`config.mk`:
```
export PLATFORM = sky130hd
export DESIGN_NAME = hazard_ctrl
export DESIGN_NICKNAME = d
export VERILOG_FILES = /design/src/rtl/hazard_ctrl_pkg.sv /design/src/rtl/hazard_ctrl_md_busy_ctr.sv /design/src/rtl/hazard_ctrl.sv
export SDC_FILE = /design/constraint.sdc
export NUM_CORES = 1
export LEC_CHECK = 0
export ABC_CLOCK_PERIOD_IN_PS = 3690
export BUFFER_PORTS_ARGS = -buffer_cell sky130_fd_sc_hd__buf_2
export CAP_MARGIN = 20
export CORE_UTILIZATION = 28
export CTS_BUF_LIST = sky130_fd_sc_hd__clkbuf_8
export CTS_CLUSTER_SIZE = 25
export DETAILED_ROUTE_END_ITERATION = 12
export GPL_ROUTABILITY_DRIVEN = 0
export HOLD_SLACK_MARGIN = 0.08
export SYNTH_ARGS = -nofsm -noshare
export SYNTH_HDL_FRONTEND = slang
export SYNTH_HIERARCHICAL = 1
export SYNTH_SLANG_ARGS = --single-unit
```
`constraint.sdc`:
```
create_clock -name clk -period 3.69 [get_ports clk]
set_input_delay 0.369 -clock clk [delete_from_list [all_inputs] [get_ports clk]]
set_output_delay 0.369 -clock clk [all_outputs]
set_load 0.02 [all_outputs]
```
`src/rtl/hazard_ctrl_pkg.sv`:
```
// Shared definitions for the pipeline hazard controller: forward-select codes,
// the per-stage tracking record and the small matching helpers.
package hazard_ctrl_pkg;

  localparam logic [1:0] FWD_GRF   = 2'd0;
  localparam logic [1:0] FWD_M     = 2'd1;
  localparam logic [1:0] FWD_E     = 2'd2;
  localparam logic [1:0] TUSE_NONE = 2'd3;

  localparam int MULT_CYCLES_DEFAULT = 5;
  localparam int DIV_CYCLES_DEFAULT  = 10;

  typedef struct packed {
    logic       valid;
    logic [4:0] dst;
    logic [1:0] tnew;
  } stage_t;

  localparam stage_t STAGE_EMPTY = '{1'b0, 5'd0, 2'd0};

  // Tnew counts down as the producer moves one stage older, never below zero.
  function automatic logic [1:0] tnew_step(input logic [1:0] tnew);
    if (tnew == 2'd0) begin
      tnew_step = 2'd0;
    end else begin
      tnew_step = tnew - 2'd1;
    end
  endfunction

  function automatic logic stage_match(input stage_t st, input logic [4:0] src);
    stage_match = st.valid && (st.dst == src) && (src != 5'd0);
  endfunction

  function automatic logic src_stall(input stage_t e, input stage_t m,
                                     input logic [4:0] src, input logic [1:0] tuse);
    if (tuse == TUSE_NONE) begin
      src_stall = 1'b0;
    end else begin
      src_stall = (stage_match(e, src) && (e.tnew > tuse)) ||
                  (stage_match(m, src) && (m.tnew > tuse));
    end
  endfunction

  // The youngest matching stage decides; it is selected once its result will
  // exist by the time the operand is consumed, otherwise the GRF path is kept.
  function automatic logic [1:0] fwd_pick(input stage_t e, input stage_t m,
                                          input logic [4:0] src, input logic [1:0] tuse);
    if (stage_match(e, src)) begin
      if (e.tnew <= tuse) begin
        fwd_pick = FWD_E;
      end else begin
        fwd_pick = FWD_GRF;
      end
    end else if (stage_match(m, src)) begin
      if (m.tnew <= tuse) begin
        fwd_pick = FWD_M;
      end else begin
        fwd_pick = FWD_GRF;
      end
    end else begin
      fwd_pick = FWD_GRF;
    end
  endfunction

endpackage

```
`src/rtl/hazard_ctrl_md_busy_ctr.sv`:
```
// Multiply/divide busy-time counter: loads a cycle count, then counts down to 0.
module md_busy_ctr
  import hazard_ctrl_pkg::*;
#(
  parameter int W = 4
) (
  input  logic         clk,
  input  logic         reset,
  input  logic         load,
  input  logic [W-1:0] load_val,
  output logic         busy
);

  logic [W-1:0] count;

  // Reset beats load, load beats countdown.
  always_ff @(posedge clk) begin
    if (reset) begin
      count <= '0;
    end else if (load) begin
      count <= load_val;
    end else if (count != '0) begin
      count <= count - W'(1);
    end else begin
      count <= '0;
    end
  end

  assign busy = (count != '0);

endmodule

```
`src/rtl/hazard_ctrl.sv`:
```
// Stall and forwarding control for a 5-stage pipeline with an iterative
// multiply/divide unit; outputs are combinational from E/M state and D inputs.
module hazard_ctrl
  import hazard_ctrl_pkg::*;
#(
  parameter int MULT_CYCLES = MULT_CYCLES_DEFAULT,
  parameter int DIV_CYCLES  = DIV_CYCLES_DEFAULT
) (
  input  logic       clk,
  input  logic       reset,
  input  logic [4:0] D_rs,
  input  logic [4:0] D_rt,
  input  logic [1:0] D_tuse_rs,
  input  logic [1:0] D_tuse_rt,
  input  logic [4:0] D_dst,
  input  logic [1:0] D_tnew,
  input  logic       D_md_start,
  input  logic       D_md_div,
  input  logic       D_md_use,
  output logic       stall,
  output logic [1:0] fwd_rs_sel,
  output logic [1:0] fwd_rt_sel
);

  localparam int MD_MAX = (DIV_CYCLES > MULT_CYCLES) ? DIV_CYCLES : MULT_CYCLES;
  localparam int CNT_W  = $clog2(MD_MAX + 1);

  stage_t     e_stage;
  stage_t     m_stage;
  stage_t     w_stage;
  logic       data_stall;
  logic       md_busy;
  logic       md_load;
  logic [CNT_W-1:0] md_load_val;
  logic       unused_w;

  // Pipeline tracker: a stall turns E into a bubble while M and W keep draining.
  always_ff @(posedge clk) begin
    if (reset) begin
      e_stage <= STAGE_EMPTY;
      m_stage <= STAGE_EMPTY;
      w_stage <= STAGE_EMPTY;
    end else begin
      if (stall) begin
        e_stage <= STAGE_EMPTY;
      end else begin
        e_stage <= '{1'b1, D_dst, D_tnew};
      end
      m_stage <= '{e_stage.valid, e_stage.dst, tnew_step(e_stage.tnew)};
      w_stage <= '{m_stage.valid, m_stage.dst, tnew_step(m_stage.tnew)};
    end
  end

  // W is tracked for completeness; its bypass is covered by the GRF read path.
  assign unused_w = ^w_stage;

  // Hazard detection and forward selection for both D sources.
  always_comb begin
    data_stall = src_stall(e_stage, m_stage, D_rs, D_tuse_rs) |
                 src_stall(e_stage, m_stage, D_rt, D_tuse_rt);
    fwd_rs_sel = fwd_pick(e_stage, m_stage, D_rs, D_tuse_rs);
    fwd_rt_sel = fwd_pick(e_stage, m_stage, D_rt, D_tuse_rt);
    stall      = data_stall | (D_md_use & md_busy);
  end

  // A start held in D by a stall is only taken on the edge that issues it.
  always_comb begin
    md_load = D_md_start & ~stall;
    if (D_md_div) begin
      md_load_val = CNT_W'(DIV_CYCLES);
    end else begin
      md_load_val = CNT_W'(MULT_CYCLES);
    end
  end

  md_busy_ctr #(
    .W(CNT_W)
  ) u_md_busy_ctr (
    .clk     (clk),
    .reset   (reset),
    .load    (md_load),
    .load_val(md_load_val),
    .busy    (md_busy)
  );

endmodule

```
==> impl_metrics.csv, run 1 <==
group,metric,value,unit
run_status,status,"complete, no violations",
pwr,pwr-share-seq,45.4,%
logic_synthesis,synth-warning-count,6,
sta,worst_slack,0.963,ns
critical_path,path_max_fanout,10,
logic_synthesis,ys_types,35,
logic_synthesis,ys_seq_area_share,31.3,%
logic_synthesis,synthCells,137,
clock_tree,cts_tree,"yes",
sta,min_period_over_period,73.9,%
sta,max_freq,367,MHz
placed_design,numPortBuffers,30,
global_routing,grt_antenna_before_repair,0,
logic_synthesis,ys.flop_type,"dfxtp_1",
final_layout,area_growth,19.4,%
routing,dr.pass1.iters,4,
critical_path,cp-end-kind,"output pin",
pwr,p_leak,0.649,nW
sta,tightest_slew,0.522,ns
logic_synthesis,async_reset_ff_share,0,%
sta,hold_viol_final,0,
final_layout,antennaDiodeCount,0,
critical_path,worstPathArrival,2.36,ns
routing,viasPerCell,4.69,
logic_synthesis,synth_top_area_share,31.3,%
routing,num_vias,1037,
final_layout,finalInstanceArea,1530,um2
logic_synthesis,synthTopCellsByArea,"dfxtp_1, xnor2_1, ha_1",
global_routing,grt_pass1_wl,4.34,mm
routing,drtAntennaViolNets,0,
clock_tree,cts_buffers,3,
die,die-area,4840,um2
die,start_util,29.2,%
flow_run,max-cap-violations,0,
clock_tree,cts_setup_buffers,0,
placed_design,placed_cell_area,1470,um2
global_routing,grt_usage,11.2,%
sta,max_slew_margin,64.3,%
die,die_h,69.6,um
die,rows,24,
sta,skew,0.00296,ns
sta,maxSlewViolCount,0,
logic_synthesis,synth_common_cells,"dfxtp_1, inv_1, xnor2_1",
global_routing,gr-total-overflow,0,
logic_synthesis,syn_avg_cell_area,9.33,um2
global_routing,grt_max_degree,21,
placed_design,dp.cells,217,
routing,routed_wl,2.60,mm
sta,hold_slack,0.344,ns
routing,drt_iter0_drc,32,
sta,grt_setup_unrepaired,"false",
pwr,comb_power_share,25.1,%
clock_tree,htree_levels,1,
placed_design,pre_cts_ws,0.997,ns
clock_tree,insertion_delay,0.25,ns
logic_synthesis,synth_edf_count,0,
global_routing,grt_pass1_vias,948,
clock_tree,cts_hold_buf,0,
clock_tree,clock-sinks,20,
sta,period_needed,2.73,ns
logic_synthesis,synth_most_common_cell,"dfxtp_1",
logic_synthesis,synth_area,1280,um2
pwr,p_switching,0.000159,W
critical_path,crit_path_start_kind,"register",
logic_synthesis,ys_seq_elements,20,
pwr,p_clk_share,29.5,%
logic_synthesis,synth_top_cell_by_area,"dfxtp_1",
routing,drc,0,
critical_path,crit_type,"register to output pin",
hold_path,min_path_type,"input pin to register",
logic_synthesis,syn_nets,172,
pwr,swShare,28.6,%
critical_path,required,3.32,ns
routing,wl_per_cell,11.8,um
pwr,power_density,364,nW/um2
placed_design,dpl.hpwl,2.17,mm
final_layout,stdcell_count,221,
pwr,p_int,0.000396,W
final_layout,layout-drive-gt1-share,29.6,%
die,core-area,4380,um2
clock_tree,cts_buffer_depth,2,
clock_tree,cts-root-buf,"clkbuf_8",
sta,setup_tns,0,ns
clock_tree,clk_pin_slew_worst_paths,0.07,ns
pwr,ir_drop,148,uV
sta,setup_viol,0,
clock_tree,cts_resized,0,
die,ioPinCount,31,
die,die_w,69.6,um
final_layout,nets,205,
## per-layer routing
metal / share of wire, % / wire (um) / vias up / global-route usage, %
li1: - / - / 545 / -
met1: 50 / 1300 / 463 / 15.5
met2: 44 / 1140 / 25 / 17.7
met3: 4.6 / 119 / 4 / 1.31
met4: 1.5 / 38 / 0 / 4.76
met5: 0 / 0 / - / 0
## through the flow
stage	utilization (%)	total power [W]
global route	34.8	0.000591
floorplan	-	0.000358
CTS	34.8	0.000562
global placement	33.6	0.000395
finish	34.8	0.000555
detailed placement	33.6	0.000398
## cell families after synthesis
logic type | Yosys count | share of synthesized area, %
xor gates and xnor gates | 20 | 13.7
AOI/OAI and AO/OA | 22 | 14.5
and+or+nand+nor | 46 | 24.7
buffers and inverters | 20 | 7.04
DFF | 20 | 31.3
adders and majority gates | 9 | 8.81
## worst paths after layout
check	start	to	slack (ns)	depth (start not counted)
max	m_stage[1]	stall	0.96	7
min reg2reg	e_stage[0]	m_stage[0]	0.44	1
max reg2reg	m_stage[1]	u_md_busy_ctr/count[2]	1.29	9
min	D_tnew[0]	e_stage[0]	0.34	3
## layout make-up
cell class,count,area (um2)
tap,52,65.1
timing repair buffer,30,150
multi-input combinational,97,788
inverter,18,67.6
clock buffer,4,55.1
fill,471,2860
sequential,20,400
## power groups by stage
stage | registers [W] | logic (W) | clock network [W]
6_report | 0.000252 | 0.000139 | 0.000164
5_1_grt | 0.000254 | 0.000157 | 0.000180
4_1_cts | 0.000252 | 0.000141 | 0.000168
3_5_place_dp | 0.000257 | 0.000141 | 0
3_3_place_gp | 0.000258 | 0.000137 | 0
2_1_floorplan | 0.000252 | 0.000106 | 0
## flip-flops by register name, summed over array words and instances, names as in the netlist
signal,flops
e_stage,8
m_stage,8
u_md_busy_ctr/count,4
## worst max-delay path, cell delays in order (launching register included)
cell,delay (ns)
dfxtp_1,0.32
ha_1,0.28
nor2b_1,0.16
o21ai_2,0.07
a2111oi_0,0.48
a211o_1,0.46
or2_1,0.17
buf_2,0.16
## cells in the final DEF (no fill, tap or decap), types with 2 or more instances in the layout
master	n
clkbuf_8	4
nor2b_1	8
ha_1	9
xor2_1	4
nor3_1	3
a221o_1	2
buf_2	30
inv_1	18
or4_4	2
xnor2_1	16
nand4_1	3
o211ai_2	2
nand2_1	5
nor2_1	9
nor3_2	2
o21ai_0	2
a21oi_1	6
nor4_2	7
dfxtp_1	20
Power figures use the tool's default switching activity.
==> run 2: changes to the inputs <==
- ABC_CLOCK_PERIOD_IN_PS: 3690 -> 2850
- clock period: 3.69 -> 2.85 ns (I/O delays scaled with it)
==> impl_metrics.csv, run 2 (synthesized netlist as in run 1, its figures left out) <==
group,metric,value,unit
clock_tree,cts-root-buf,"clkbuf_8",
sta,hold_viol_final,0,
final_layout,area_growth,21.2,%
routing,drc,0,
placed_design,numPortBuffers,30,
routing,num_vias,1029,
critical_path,crit_path_start_kind,"register",
global_routing,gr-total-overflow,0,
global_routing,grt_usage,11.3,%
die,core-area,4380,um2
sta,setup_tns,0,ns
pwr,ir_drop,197,uV
sta,worst_slack,0.478,ns
final_layout,nets,206,
critical_path,cp-end-kind,"output pin",
sta,period_needed,2.37,ns
final_layout,layout-drive-gt1-share,30.0,%
critical_path,path_cells,"xor2_1, nor4_1, nand4b_1, o22ai_4, or2_1, buf_2",
die,rows,24,
sta,tightest_slew,0.465,ns
clock_tree,cts_buffers,3,
global_routing,grt_max_degree,21,
sta,grt_setup_unrepaired,"false",
sta,max_freq,422,MHz
flow_run,max-cap-violations,0,
clock_tree,cts_setup_buffers,0,
clock_tree,cts_tree,"yes",
die,start_util,29.2,%
global_routing,grt_pass1_wl,4.42,mm
routing,routed_wl,2.54,mm
die,die_w,69.6,um
die,die-area,4840,um2
global_routing,grt_pass1_vias,959,
global_routing,grt_antenna_before_repair,0,
sta,maxSlewViolCount,0,
final_layout,antennaDiodeCount,0,
critical_path,worstPathArrival,2.09,ns
routing,viasPerCell,4.64,
run_status,status,"complete, no violations",
hold_path,min_path_type,"input pin to register",
clock_tree,cts_buffer_depth,2,
die,die_h,69.6,um
routing,drtAntennaViolNets,0,
placed_design,pre_cts_ws,0.453,ns
final_layout,reg_top3,"e_stage x8, m_stage x8, u_md_busy_ctr/count x4",
clock_tree,cts_resized,0,
routing,drt_iter0_drc,16,
pwr,power_density,507,nW/um2
routing,dr.pass1.iters,4,
final_layout,mostFrequentLayoutCell,"buf_2",
routing,wl_per_cell,11.4,um
placed_design,dpl.hpwl,2.14,mm
critical_path,required,2.57,ns
critical_path,crit_type,"register to output pin",
critical_path,slowest_stage,"o22ai_4",
clock_tree,htree_levels,1,
final_layout,layout_common_cells,"buf_2, dfxtp_1, inv_1, xnor2_1",
sta,setup_viol,0,
sta,min_period_over_period,83.2,%
sta,max_slew_margin,68.2,%
clock_tree,insertion_delay,0.25,ns
sta,skew,0.00154,ns
clock_tree,clock-sinks,20,
die,ioPinCount,31,
clock_tree,cts_hold_buf,0,
pwr,p_leak,0.661,nW
critical_path,max_stage_delay,0.42,ns
critical_path,path_max_fanout,10,
clock_tree,clk_pin_slew_worst_paths,0.07,ns
[run 2: changes by cell type in the layout (fill, tap and decap cells not counted), sizes merged]
cell    previous run  this run
buf               30        31
bufinv             0         1
clkbuf             4         3
[run 2: final timing paths]
kind / from / endpoint / slack (ns) / cells past startpoint
max reg2reg: e_stage[5] / u_md_busy_ctr/count[2] / 0.72 / 8
min reg2reg: e_stage[0] / m_stage[0] / 0.43 / 1
max: e_stage[5] / stall / 0.48 / 6
min: D_dst[4] / e_stage[6] / 0.26 / 3
[run 2: per-stage QoR]
step                      instance area [um2]  util [%]  instances  hold WS, ns  power, W
after floorplan                          1280         -        137        0.354  0.000463
after global placement                   1480      33.7        218        0.416  0.000515
after detailed placement                 1480      33.7        218        0.421  0.000517
after CTS                                1550      35.4        222        0.264  0.000795
after global routing                     1550      35.4        222        0.259  0.000834
final                                    1550      35.4        222        0.264  0.000785
[run 2: cell type report]
| type | count | area, um2 |
|---|---|---|
| well taps | 52 | 65.1 |
| flip-flops and latches | 20 | 400 |
| repair buffers | 31 | 158 |
| multi-input cells | 97 | 788 |
| inverters | 18 | 67.6 |
| fillers | 452 | 2830 |
| clock buffers | 3 | 41.3 |
| clock inverters | 1 | 30.0 |
[run 2: worst max-delay path, delay by kind of cell (launching register included)]
kind / cells / cell delay (ns)
compound gates: 1 / 0.42
xor+xnor: 1 / 0.17
buf+inv: 1 / 0.16
flops: 1 / 0.35
simple gates: 3 / 0.74
[run 2: metal layers]
| metal | vias to the layer above | routed length [um] | global-route usage, % |
|---|---|---|---|
| li1 | 546 | - | - |
| met3 | 2 | 122 | 2.47 |
| met5 | - | 0 | 0 |
| met2 | 21 | 1130 | 16.8 |
| met1 | 460 | 1270 | 15.9 |
| met4 | 0 | 14 | 4.08 |
[run 2: power by group]
group	internal (W)	switching (W)
sequential	0.000303	0.0000228
combinational	0.0000896	0.0000926
clock	0.000187	0.0000899
total	0.000580	0.000205
==> run 3: changes to the inputs <==
- ABC_AREA: default -> 1
- ABC_CLOCK_PERIOD_IN_PS: 2850 -> 2350
- clock period: 2.85 -> 2.35 ns (I/O delays scaled with it)
==> impl_metrics.csv, run 3 <==
group,metric,value,unit
die,rows,24,
sta,setup_tns,0,ns
critical_path,crit_type,"register to register",
final_layout,finalInstanceArea,1560,um2
final_layout,final_util,35.3,%
logic_synthesis,syn_avg_cell_area,6.20,um2
global_routing,grt_pass1_vias,1167,
clock_tree,cts_buffer_depth,2,
final_layout,layout_common_cells,"nand2_1, inv_1, buf_2, nor2_1, dfxtp_1",
routing,routed_wl,2.84,mm
sta,period_needed,1.96,ns
die,die_w,70.3,um
global_routing,grt_max_degree,13,
sta,maxSlewViolCount,0,
clock_tree,clk_pin_slew_worst_paths,0.07,ns
clock_tree,cts_setup_buffers,0,
sta,tightest_slew,0.329,ns
routing,wl_per_cell,9.61,um
clock_tree,cts_hold_buf,0,
global_routing,gr-total-overflow,0,
clock_tree,clock-sinks,20,
routing,drt_iter0_drc,36,
placed_design,numPortBuffers,30,
sta,max_slew_margin,78.0,%
pwr,p_leak,0.851,nW
final_layout,nets,280,
logic_synthesis,ys_seq_area_share,30.6,%
placed_design,placed_cell_area,1520,um2
logic_synthesis,synth_area,1310,um2
flow_run,max-cap-violations,0,
logic_synthesis,synthTopCellsByArea,"dfxtp_1, nand2_1, inv_1",
clock_tree,htree_levels,1,
critical_path,required,2.50,ns
logic_synthesis,ys_seq_elements,20,
clock_tree,cts-root-buf,"clkbuf_8",
sta,setup_viol,0,
sta,grt_setup_unrepaired,"false",
routing,viasPerCell,4.25,
global_routing,grt_usage,12.4,%
logic_synthesis,synth-warning-count,6,
die,start_util,29.6,%
logic_synthesis,synthCells,211,
pwr,swShare,32.0,%
clock_tree,cts_resized,0,
logic_synthesis,synth_edf_count,0,
run_status,status,"complete, no violations",
global_routing,grt_antenna_before_repair,0,
pwr,p_clk_share,25.7,%
die,die_h,70.3,um
logic_synthesis,synth_most_common_cell,"nand2_1",
sta,skew,0.00115,ns
clock_tree,cts_tree,"yes",
logic_synthesis,synth_common_cells,"nand2_1, inv_1, nor2_1",
routing,drc,0,
critical_path,crit_path_start_kind,"register",
die,core-area,4410,um2
die,die-area,4950,um2
final_layout,layout-drive-gt1-share,17.7,%
clock_tree,insertion_delay,0.25,ns
clock_tree,cts_buffers,3,
critical_path,path_max_fanout,5,
pwr,pwr-share-seq,46.5,%
logic_synthesis,ys_types,20,
global_routing,grt_pass1_wl,4.95,mm
hold_path,min_path_type,"input pin to register",
final_layout,area_growth,19.3,%
routing,num_vias,1254,
pwr,p_int,0.000582,W
logic_synthesis,synth_top_area_share,30.6,%
placed_design,dpl.hpwl,2.41,mm
pwr,power_density,549,nW/um2
final_layout,reg_top3,"e_stage x8, m_stage x8, u_md_busy_ctr/count x4",
final_layout,stdcell_count,295,
logic_synthesis,async_reset_ff_share,0,%
placed_design,dp.cells,292,
routing,drtAntennaViolNets,0,
logic_synthesis,syn_nets,246,
sta,max_freq,511,MHz
critical_path,cp-end-kind,"register",
sta,hold_viol_final,0,
pwr,comb_power_share,27.8,%
sta,min_period_over_period,83.3,%
final_layout,mostFrequentLayoutCell,"nand2_1",
die,ioPinCount,31,
logic_synthesis,ys.flop_type,"dfxtp_1",
logic_synthesis,synth_top_cell_by_area,"dfxtp_1",
final_layout,antennaDiodeCount,0,
pwr,ir_drop,237,uV
pwr,p_switching,0.000275,W
critical_path,worstPathArrival,2.10,ns
routing,dr.pass1.iters,4,
==> run 3: cell count changes after synthesis, sizes merged, moves of 10 or more <==
cell and change:
nand2 +57, inv +29, nor2 +21, xnor2 -14, nand3 +13, a21oi +10
==> run 3: worst paths after layout <==
check                           startpoint                endpoint  slack [ns]  cells past startpoint
worst max-delay path            e_stage[1]  u_md_busy_ctr/count[3]        0.39                     11
worst min-delay path              D_dst[2]              e_stage[4]        0.19                      3
worst max register to register  e_stage[1]  u_md_busy_ctr/count[3]        0.39                     11
worst min register to register  e_stage[0]              m_stage[0]        0.42                      1
==> run 3: stage by stage <==
stage               total power, W  hold slack [ns]  setup WS, ns
floorplan                 0.000576            0.297         0.433
global placement          0.000645            0.412         0.422
detailed placement        0.000647            0.416         0.336
CTS                       0.000867            0.186         0.391
global route              0.000922            0.193         0.125
finish                    0.000857            0.186         0.392
==> run 3: cell families (layout without fill, tap and decap cells) <==
group	after synthesis	after routing	synth area share, %
xor+xnor	2	2	1.34
fa+ha+maj	9	9	8.61
buf+inv	48	80	13.8
compound gates	21	21	9.09
flops	20	20	30.6
simple gates	111	111	36.6
==> run 3: critical path, stage by stage (launching register included) <==
cell and delay (ns):
dfxtp_1 0.34, ha_1 0.29, a21oi_1 0.15, a21oi_1 0.07
nand3_1 0.08, nand2_1 0.06, nand2_1 0.12, nand3_1 0.11
nor2_1 0.28, inv_1 0.13, o21ai_0 0.17, a21oi_1 0.05
==> run 3: power by group through the flow <==
stage                     Combinational, W  Clock [W]  Sequential (W)
final                             0.000238   0.000220        0.000398
after global routing              0.000280   0.000240        0.000403
after CTS                         0.000242   0.000226        0.000398
after detailed placement          0.000241          0        0.000406
after global placement            0.000239          0        0.000406
after floorplan                   0.000176          0        0.000400
==> run 3: cell type report <==
class	count	area, um2
fillers	503	2850
multi-input cells	143	727
flip-flops and latches	20	400
inverters	47	176
repair buffers	30	150
well taps	52	65.1
clock buffers	3	41.3
==> run 3: metal layers <==
layer  GRT usage, %  vias to the layer above  part of all wire (%)
met5              0                        -                     0
met4           4.67                        0                   1.6
met3           2.60                        4                   4.1
met2           19.8                       19                    43
met1           16.3                      524                    51
li1               -                      707                     -
